$ cat config.mk
export PLATFORM = sky130hd
export DESIGN_NAME = alu_sequencer
export DESIGN_NICKNAME = d
export VERILOG_FILES = /design/src/rtl/alu_sequencer.sv
export SDC_FILE = /design/constraint.sdc
export NUM_CORES = 1
export LEC_CHECK = 0
export CORE_MARGIN = 5
export CORE_UTILIZATION = 40
export DETAILED_ROUTE_END_ITERATION = 7
export GPL_TIMING_DRIVEN = 0
export PLACE_DENSITY_LB_ADDON = 0.15
export SYNTH_ARGS = -nofsm -noshare
export SYNTH_HDL_FRONTEND = slang
export SYNTH_SLANG_ARGS = --single-unit
$ cat constraint.sdc
create_clock -name clk -period 3.3 [get_ports clk]
set_input_delay 0.66 -clock clk [delete_from_list [all_inputs] [get_ports clk]]
set_output_delay 0.66 -clock clk [all_outputs]
set_load 0.01 [all_outputs]
$ cat src/rtl/alu_sequencer.sv
// Two-cycle FETCH/EXEC sequencer for the accumulator datapath: owns the PC and
// the condition-code register, decodes 9-bit instructions into ALU controls.
module alu_sequencer #(
    parameter int PC_W = 10
) (
    input  logic            clk,
    input  logic            rst_n,
    input  logic            start,
    output logic [PC_W-1:0] pc,
    input  logic [8:0]      instr,
    output logic [3:0]      alu_op,
    output logic [4:0]      reg_addr,
    output logic            imm_sel,
    output logic [7:0]      imm,
    output logic            acc_we,
    output logic            reg_we,
    output logic            cc,
    input  logic            cc_alu,
    output logic            done,
    output logic            err
);

    localparam logic [1:0] S_IDLE  = 2'd0;
    localparam logic [1:0] S_FETCH = 2'd1;
    localparam logic [1:0] S_EXEC  = 2'd2;
    localparam logic [1:0] S_HALT  = 2'd3;

    localparam logic [3:0] OP_PASS_VAL = 4'h0;
    localparam logic [3:0] OP_PASS_ACC = 4'h1;
    localparam logic [3:0] OP_MIN      = 4'h8;
    localparam logic [3:0] OP_LDI      = 4'h9;
    localparam logic [3:0] OP_BCC      = 4'hA;
    localparam logic [3:0] OP_JMP      = 4'hB;
    localparam logic [3:0] OP_HALT     = 4'hF;

    logic [1:0]      r_state;
    logic [PC_W-1:0] r_pc;
    logic            r_cc;
    logic            r_err;

    logic            w_exec;
    logic [3:0]      w_opc;
    logic [4:0]      w_fld;
    logic            w_alu_cls;
    logic            w_ldi;
    logic            w_illegal;
    logic            w_stop;
    logic            w_take;
    logic [PC_W-1:0] w_offs;
    logic [PC_W-1:0] w_pc_next;

    assign w_exec    = (r_state == S_EXEC);
    assign w_opc     = instr[8:5];
    assign w_fld     = instr[4:0];
    assign w_alu_cls = (w_opc <= OP_MIN);
    assign w_ldi     = (w_opc == OP_LDI);
    assign w_illegal = (w_opc > OP_JMP) && (w_opc != OP_HALT);
    assign w_stop    = w_illegal || (w_opc == OP_HALT);

    // Branch offset is a signed 5-bit field; the sum wraps modulo 2^PC_W.
    assign w_offs    = {{(PC_W-5){w_fld[4]}}, w_fld};
    assign w_take    = (w_opc == OP_JMP) || ((w_opc == OP_BCC) && r_cc);
    assign w_pc_next = w_take ? (r_pc + w_offs) : (r_pc + PC_W'(1));

    // Controls are purely combinational from state, so reset drops them at once.
    always_comb begin
        alu_op   = OP_PASS_ACC;
        reg_addr = 5'd0;
        imm      = 8'd0;
        imm_sel  = 1'b0;
        acc_we   = 1'b0;
        reg_we   = 1'b0;
        if (w_exec) begin
            reg_addr = w_fld;
            imm      = {3'b000, w_fld};
            if (w_alu_cls) begin
                alu_op = w_opc;
                acc_we = (w_opc != OP_PASS_ACC);
                reg_we = (w_opc == OP_PASS_ACC);
            end else if (w_ldi) begin
                alu_op  = OP_PASS_VAL;
                imm_sel = 1'b1;
                acc_we  = 1'b1;
            end
        end
    end

    always_ff @(posedge clk or negedge rst_n) begin
        if (!rst_n) begin
            r_state <= S_IDLE;
            r_pc    <= '0;
            r_cc    <= 1'b0;
            r_err   <= 1'b0;
        end else begin
            case (r_state)
                S_IDLE, S_HALT: begin
                    if (start) begin
                        r_state <= S_FETCH;
                        r_pc    <= '0;
                        r_err   <= 1'b0;
                    end
                end
                S_FETCH: r_state <= S_EXEC;
                S_EXEC: begin
                    if (w_alu_cls || w_ldi)
                        r_cc <= cc_alu;
                    if (w_stop) begin
                        r_state <= S_HALT;
                        r_err   <= r_err | w_illegal;
                    end else begin
                        r_state <= S_FETCH;
                        r_pc    <= w_pc_next;
                    end
                end
                default: r_state <= S_IDLE;
            endcase
        end
    end

    assign pc   = r_pc;
    assign cc   = r_cc;
    assign err  = r_err;
    assign done = (r_state == S_HALT);

endmodule

==> results of run 1 <==
==> critical path, delay by kind of cell <==
kind                       cells  cell delay (ps)
buffers and inverters          2              750
and+or+nand+nor                3              500
AOI/OAI and AO/OA              3              490
adders and majority gates      1              420
muxes                          1              360
xor gates and xnor gates       1              180
==> logic make-up after synthesis <==
group | Yosys count | share of synthesized area (%)
and+or+nand+nor | 74 | 27.75
AOI/OAI and AO/OA | 44 | 23.34
buffers and inverters | 23 | 8.988
DFF | 14 | 24.20
adders and majority gates | 11 | 10.03
xor gates and xnor gates | 4 | 2.420
muxes | 4 | 3.025
other | 1 | 0.2590
==> cell usage after synthesis (all sizes together), types with 2 or more instances <==
cell	n	share of area, %
buf	14	6.7
mux2	3	2.3
nand4	4	1.7
o21bai	2	1.8
nand2b	4	1.7
nor3b	2	1.0
a22o	4	2.5
nor4	2	0.86
and2	7	3.0
a21o	2	1.0
o21ai	9	3.1
o211ai	3	1.9
and3b	2	1.3
dfrtp	14	24
o31ai	3	1.6
xor2	4	2.4
clkbuf	4	1.0
nor2	17	5.5
a221oi	2	1.2
or3	2	0.95
ha	10	8.6
a21oi	6	2.3
nand2	21	5.4
inv	5	1.3
nand3	6	2.9
nor3	2	0.69
==> where the power goes <==
| part | switching [uW] | internal, uW |
|---|---|---|
| Clock | 66.9 | 42.6 |
| Combinational | 293 | 238 |
| Sequential | 40.5 | 204 |
| Total | 401 | 485 |
==> through the flow <==
step	total power, uW	instance area (um^2)	utilization, %
3_3_place_gp	757.9	1923	56.30
2_1_floorplan	563.6	1455	-
6_report	885.6	1981	57.99
4_1_cts	887.6	1969	57.66
3_5_place_dp	772.7	1923	56.30
5_1_grt	955.1	1981	57.99
==> layout by cell type (no fill, tap or decap), types with 3 or more instances in the layout <==
cell type        count
o21ai_0              9
nor2_1              16
a21oi_1              5
buf_4               10
buf_2                5
o31ai_1              3
ha_1                10
nand4_1              4
clkdlybuf4s50_1     39
conb_1               3
a22o_1               3
dfrtp_1             14
nand3_1              5
xor2_1               4
and2_1               7
clkbuf_4             3
nand2b_1             4
inv_1                5
nand2_1             21
==> final cells by class <==
class	count	share of cell area, %
plain buffers	17	5.938
clock buffers	3	1.137
inverters	5	0.9476
multi-input cells	140	49.84
flip-flops and latches	14	17.69
well taps	46	2.906
repair buffers	43	21.54
==> registers in the layout, summed over array words and instances, names as in the netlist <==
register and count:
r_state 2, err 1, cc 1, pc 10
==> per-layer routing <==
layer / vias up / share of wire [%] / GRT usage [%]
li1: 725 / - / -
met1: 686 / 44 / 19.95
met2: 58 / 47 / 25.92
met3: 5 / 7.3 / 4.161
met4: 0 / 0.90 / 4.468
met5: - / 0 / 0
==> final timing paths <==
kind	start	to	slack, ps	cells past startpoint
setup reg to reg	cc	pc[4]	610	10
setup / recovery	instr[5]	pc[4]	130	11
hold reg to reg	pc[8]	pc[8]	530	2
max in group asynchronous	rst_n	err	2090	1
hold / removal	pc[8]	pc[8]	530	2
min in group asynchronous	rst_n	pc[1]	760	1
==> what timing repair did <==
item	4_1_cts	5_1_grt
pin swaps	1	0
gates resized for setup	4	3
endpoints found under the setup margin	4	4
buffers inserted	2	0
==> reports/results.txt, run 1 <==
status: finished clean
RSZ-0062 raised after global routing: false
drt first pass iters: 4
Critical Path Source Type: primary input
Starting Density: 42.38%
main flop type after synthesis: dfrtp_1
Final Non-Filler Cells: 268
crit-path max FO: 6
final setup margin: 128.3 ps
Inst Count DP: 264
pins over their slew limit: 0
Iter 0 DRT Violations: 75
Diodes inserted: 0
Relative slew margins: 53.71%
slowest CP cell: clkdlybuf4s50_1
Core Region: 0.003416 mm^2
CTS Hold Buffers Added: 0
final WL: 3870 um
total CTS buffers: 3
row cnt: 21
Layout Nets: 248
Final GP Congestion: 0.8089
drt drc: 0
dpl hpwl: 2935 um
Die X: 70.16 um
Cell variety after synth: 58
CTS tree: yes
die area: 0.004922 mm^2
vias in the first global route: 1450
Syn Inst Count: 175
Synth Area per Inst: 8.272 um^2
initial antenna violation count: 0
final hold vios: 0
maximum clock frequency: 315.3 MHz
Worst Clk Skew: 12.52 ps
H-tree levels: 1
number of synthesis warnings: 0
Fillers: 322
Root Driver: clkbuf_4
share of cells above drive strength 1: 14.41%
sequential area share after synthesis: 24.20%
Die Y: 70.16 um
Worst Hold Class: register to register
Syn Std Cell Area: 0.001448 mm^2
#FFs+latches synth: 14
clock-pin transition on the worst setup and hold timing paths: 100 ps
Syn-to-layout area delta: 36.82%
sequential cell area: 350.3 um^2
setup TNS: 0 ps
worst path arrival time: 3370 ps
Power per Cell Area: 447.1 mW/mm^2
vias per cell: 5.500
Buffers on Ports: 41
CP Class: primary input to register
hold_ws: 533.5 ps
setup violators final: 0
Routed wire per std cell: 14.44 um
Setup crit end kind: register
Antenna Violating Nets Remaining: 0
largest net degree at the start of global routing: 15
first-pass GRT wire length: 6451 um
leak pwr: 0.0008701 uW
overflow left after global routing: 0
vias: 1474
Least-Margin Pin Slew: 692.2 ps
EDFF count, synth: 0
CP peak stage delay: 620 ps
ys async rst share: 100.0%
max capacitance violation total: 0
Total GRT Usage: 15.66%
multi-input logic area: 987.2 um^2
clk_lat worst skew: 300 ps
min Tclk post-route: 3172 ps
clock tree buffer depth: 2
worst path cell trace: clkdlybuf4s50_1 > o21bai_4 > buf_4 > nor2_1 > nand2_1 > fa_1 > nand2b_1 > a21oi_4 > xor2_1 > mux2_2 > a22o_1
worst IR drop on VDD: 255.5 uV
pre-CTS WS: -506.7 ps
total clock sinks: 14
Worst Path Required: 3500 ps
Period Utilization, post-route: 96.11%
Boundary Pins: 46
No activity file was read; power rests on OpenSTA's default activity.
==> run 2, diff against run 1 <==
--- a/config.mk
+++ b/config.mk
@@ -5,7 +5,6 @@
 export SDC_FILE = /design/constraint.sdc
 export NUM_CORES = 1
 export LEC_CHECK = 0
-export CORE_MARGIN = 5
 export CORE_UTILIZATION = 40
 export DETAILED_ROUTE_END_ITERATION = 7
 export GPL_TIMING_DRIVEN = 0
==> reports/results.txt, run 2 (synthesis gave the netlist of run 1 again) <==
die area: 0.003864 mm^2 (-22%)
slowest CP cell: or3_2
worst path arrival time: 3280 ps (-90 ps)
hold path cells: 2 (unchanged)
Fillers: 295 (-8.4%)
Diodes inserted: 0 (unchanged)
Die Y: 62.16 um (-11%)
leak pwr: 0.0008737 uW (+0.41%)
total CTS buffers: 3 (unchanged)
Critical Path Source Type: primary input
drt first pass iters: 4 (unchanged)
FF-to-FF Start: cc
Final GP Congestion: 0.8358 (+3.3%)
Final Non-Filler Cells: 267 (-0.37%)
Power per Cell Area: 449.8 mW/mm^2 (+0.59%)
Worst Hold Class: register to register
CP Class: primary input to register
Core Region: 0.003390 mm^2 (-0.77%)
initial antenna violation count: 0 (unchanged)
WHS Endpoint: pc[2]
H-tree levels: 1 (unchanged)
row cnt: 21 (unchanged)
WP buf/inv: 3 (+1)
total clock sinks: 14 (unchanged)
Routed wire per std cell: 14.36 um (-0.56%)
max reg flops: 10 (unchanged)
Worst Path Required: 3480 ps (-20 ps)
R2R cell count: 10 (unchanged)
final WL: 3834 um (-0.93%)
vias: 1488 (+0.95%)
dpl hpwl: 2890 um (-1.5%)
Die X: 62.16 um (-11%)
status: finished clean
R2R Setup Slk: 610 ps (about the same)
largest net degree at the start of global routing: 15 (unchanged)
Boundary Pins: 46 (unchanged)
Least-Margin Pin Slew: 687.1 ps (-5.119 ps)
pins over their slew limit: 0 (unchanged)
first-pass GRT wire length: 6617 um (+2.6%)
worst path cell trace: dlygate4sd2_1 > clkbuf_8 > nand2_1 > or3_2 > ha_1 > inv_1 > fa_1 > nand2b_1 > a21oi_2 > o311a_1 > o31a_1 > o31ai_1
Buffers on Ports: 41 (unchanged)
vias in the first global route: 1470 (+1.4%)
Iter 0 DRT Violations: 86 (+15%)
Relative slew margins: 54.05% (+0.34 points)
hold path startpoint: pc[2]
share of cells above drive strength 1: 13.57% (-0.84 points)
drt drc: 0 (unchanged)
clk_lat worst skew: 290 ps (about the same)
final hold vios: 0 (unchanged)
overflow left after global routing: 0 (unchanged)
Starting Density: 42.71% (+0.33 points)
Worst Clk Skew: 7.202 ps (-5.316 ps)
worst reg2reg endpoint: pc[4]
maximum clock frequency: 323.0 MHz (+2.4%)
clock-pin transition on the worst setup and hold timing paths: 90 ps (about the same)
worst IR drop on VDD: 281.4 uV (+10%)
crit-path max FO: 10 (+4)
Syn-to-layout area delta: 35.61%
max capacitance violation total: 0 (unchanged)
most frequent cells in the layout: 38 x clkdlybuf4s50_1, 21 x nand2_1, 16 x nor2_1, 14 x dfrtp_1, 10 x ha_1
min Tclk post-route: 3096 ps (-75.51 ps)
clock tree buffer depth: 2 (unchanged)
Antenna Violating Nets Remaining: 0 (unchanged)
most common cell after layout, fill and taps aside: clkdlybuf4s50_1
CP top delay family: compound AO/OA/AOI/OAI gates
setup TNS: 0 ps (unchanged)
Root Driver: clkbuf_4
setup violators final: 0 (unchanged)
Layout Nets: 247 (-0.40%)
vias per cell: 5.573 (+1.3%)
RSZ-0062 raised after global routing: false
Setup crit end kind: register
Period Utilization, post-route: 93.83% (-2.3 points)
Inst Count DP: 264 (unchanged)
CTS tree: yes
CP peak stage delay: 460 ps (-160 ps)
Total GRT Usage: 21.18% (+5.5 points)
## run 2: worst min-delay path: stages, from the launching register on
cell	delay, ps
dfrtp_1	390
nand2_1	50
o21ai_0	60
## run 2: power by group
part	internal (uW)	leakage, uW	total (uW)	switching, uW
Sequential	204	0.000189	244	39.4
Clock	42.4	0.0000138	103	61.0
Combinational	234	0.000671	536	302
## run 2: how the worst max path moves through the flow
stage / cells after the start / slack [ps] / endpoint / start
2_1_floorplan: 11 / 400 / pc[8] / instr[8]
3_3_place_gp: 12 / -420 / pc[8] / instr[8]
3_5_place_dp: 12 / -530 / pc[8] / instr[8]
4_1_cts: 11 / 20 / pc[8] / instr[6]
5_1_grt: 12 / 20 / pc[8] / instr[8]
6_report: 12 / 200 / pc[8] / instr[8]
## run 2: metrics by stage
stage / hold WS, ps / total power, uW / util [%] / worst slack (ps) / instance area [um^2]
2_1_floorplan: 364.4 / 563.6 / - / 398.5 / 1455
3_3_place_gp: 502.0 / 759.2 / 56.74 / -422.4 / 1923
3_5_place_dp: 510.8 / 780.3 / 56.74 / -527.8 / 1923
4_1_cts: 535.6 / 890.6 / 57.88 / 16.22 / 1962
5_1_grt: 562.0 / 956.7 / 57.92 / 22.75 / 1963
6_report: 536.2 / 882.9 / 57.92 / 203.8 / 1963
## run 2: area by class of cell
type	instances	area (um^2)	area share, %
multi-input combinational	140	974.7	49.65
timing repair buffer	42	421.7	21.48
sequential	14	350.3	17.85
buffer	17	117.6	5.991
tap	46	57.56	2.932
clock buffer	3	22.52	1.147
inverter	5	18.77	0.9560
## run 2: layer usage
metal | routed length, um | GRT usage, % | vias to the layer above | part of all wire (%)
met4 | 39 | 6.105 | 0 | 1.0
met3 | 245 | 4.044 | 5 | 6.4
li1 | - | - | 717 | -
met5 | 0 | 0 | - | 0
met2 | 1810 | 35.16 | 58 | 47
met1 | 1738 | 27.85 | 708 | 45
## run 2: repair_timing
action / 4_1_cts / 5_1_grt
cloned: 0 / 0
buffers inserted: 1 / 0
hold buffers: 0 / 0
pin swaps: 1 / 0
endpoints found under the hold margin: 0 / 0
resized for setup: 4 / 2
endpoints found under the setup margin: 4 / 4
==> run 3, diff against run 2 <==
--- a/config.mk
+++ b/config.mk
@@ -7,6 +7,7 @@
 export LEC_CHECK = 0
 export CORE_UTILIZATION = 40
 export DETAILED_ROUTE_END_ITERATION = 7
+export GPL_ROUTABILITY_DRIVEN = 0
 export GPL_TIMING_DRIVEN = 0
 export PLACE_DENSITY_LB_ADDON = 0.15
 export SYNTH_ARGS = -nofsm -noshare
==> results of run 3 <==
Final layout, timing and power as in run 2 (identical DEF).
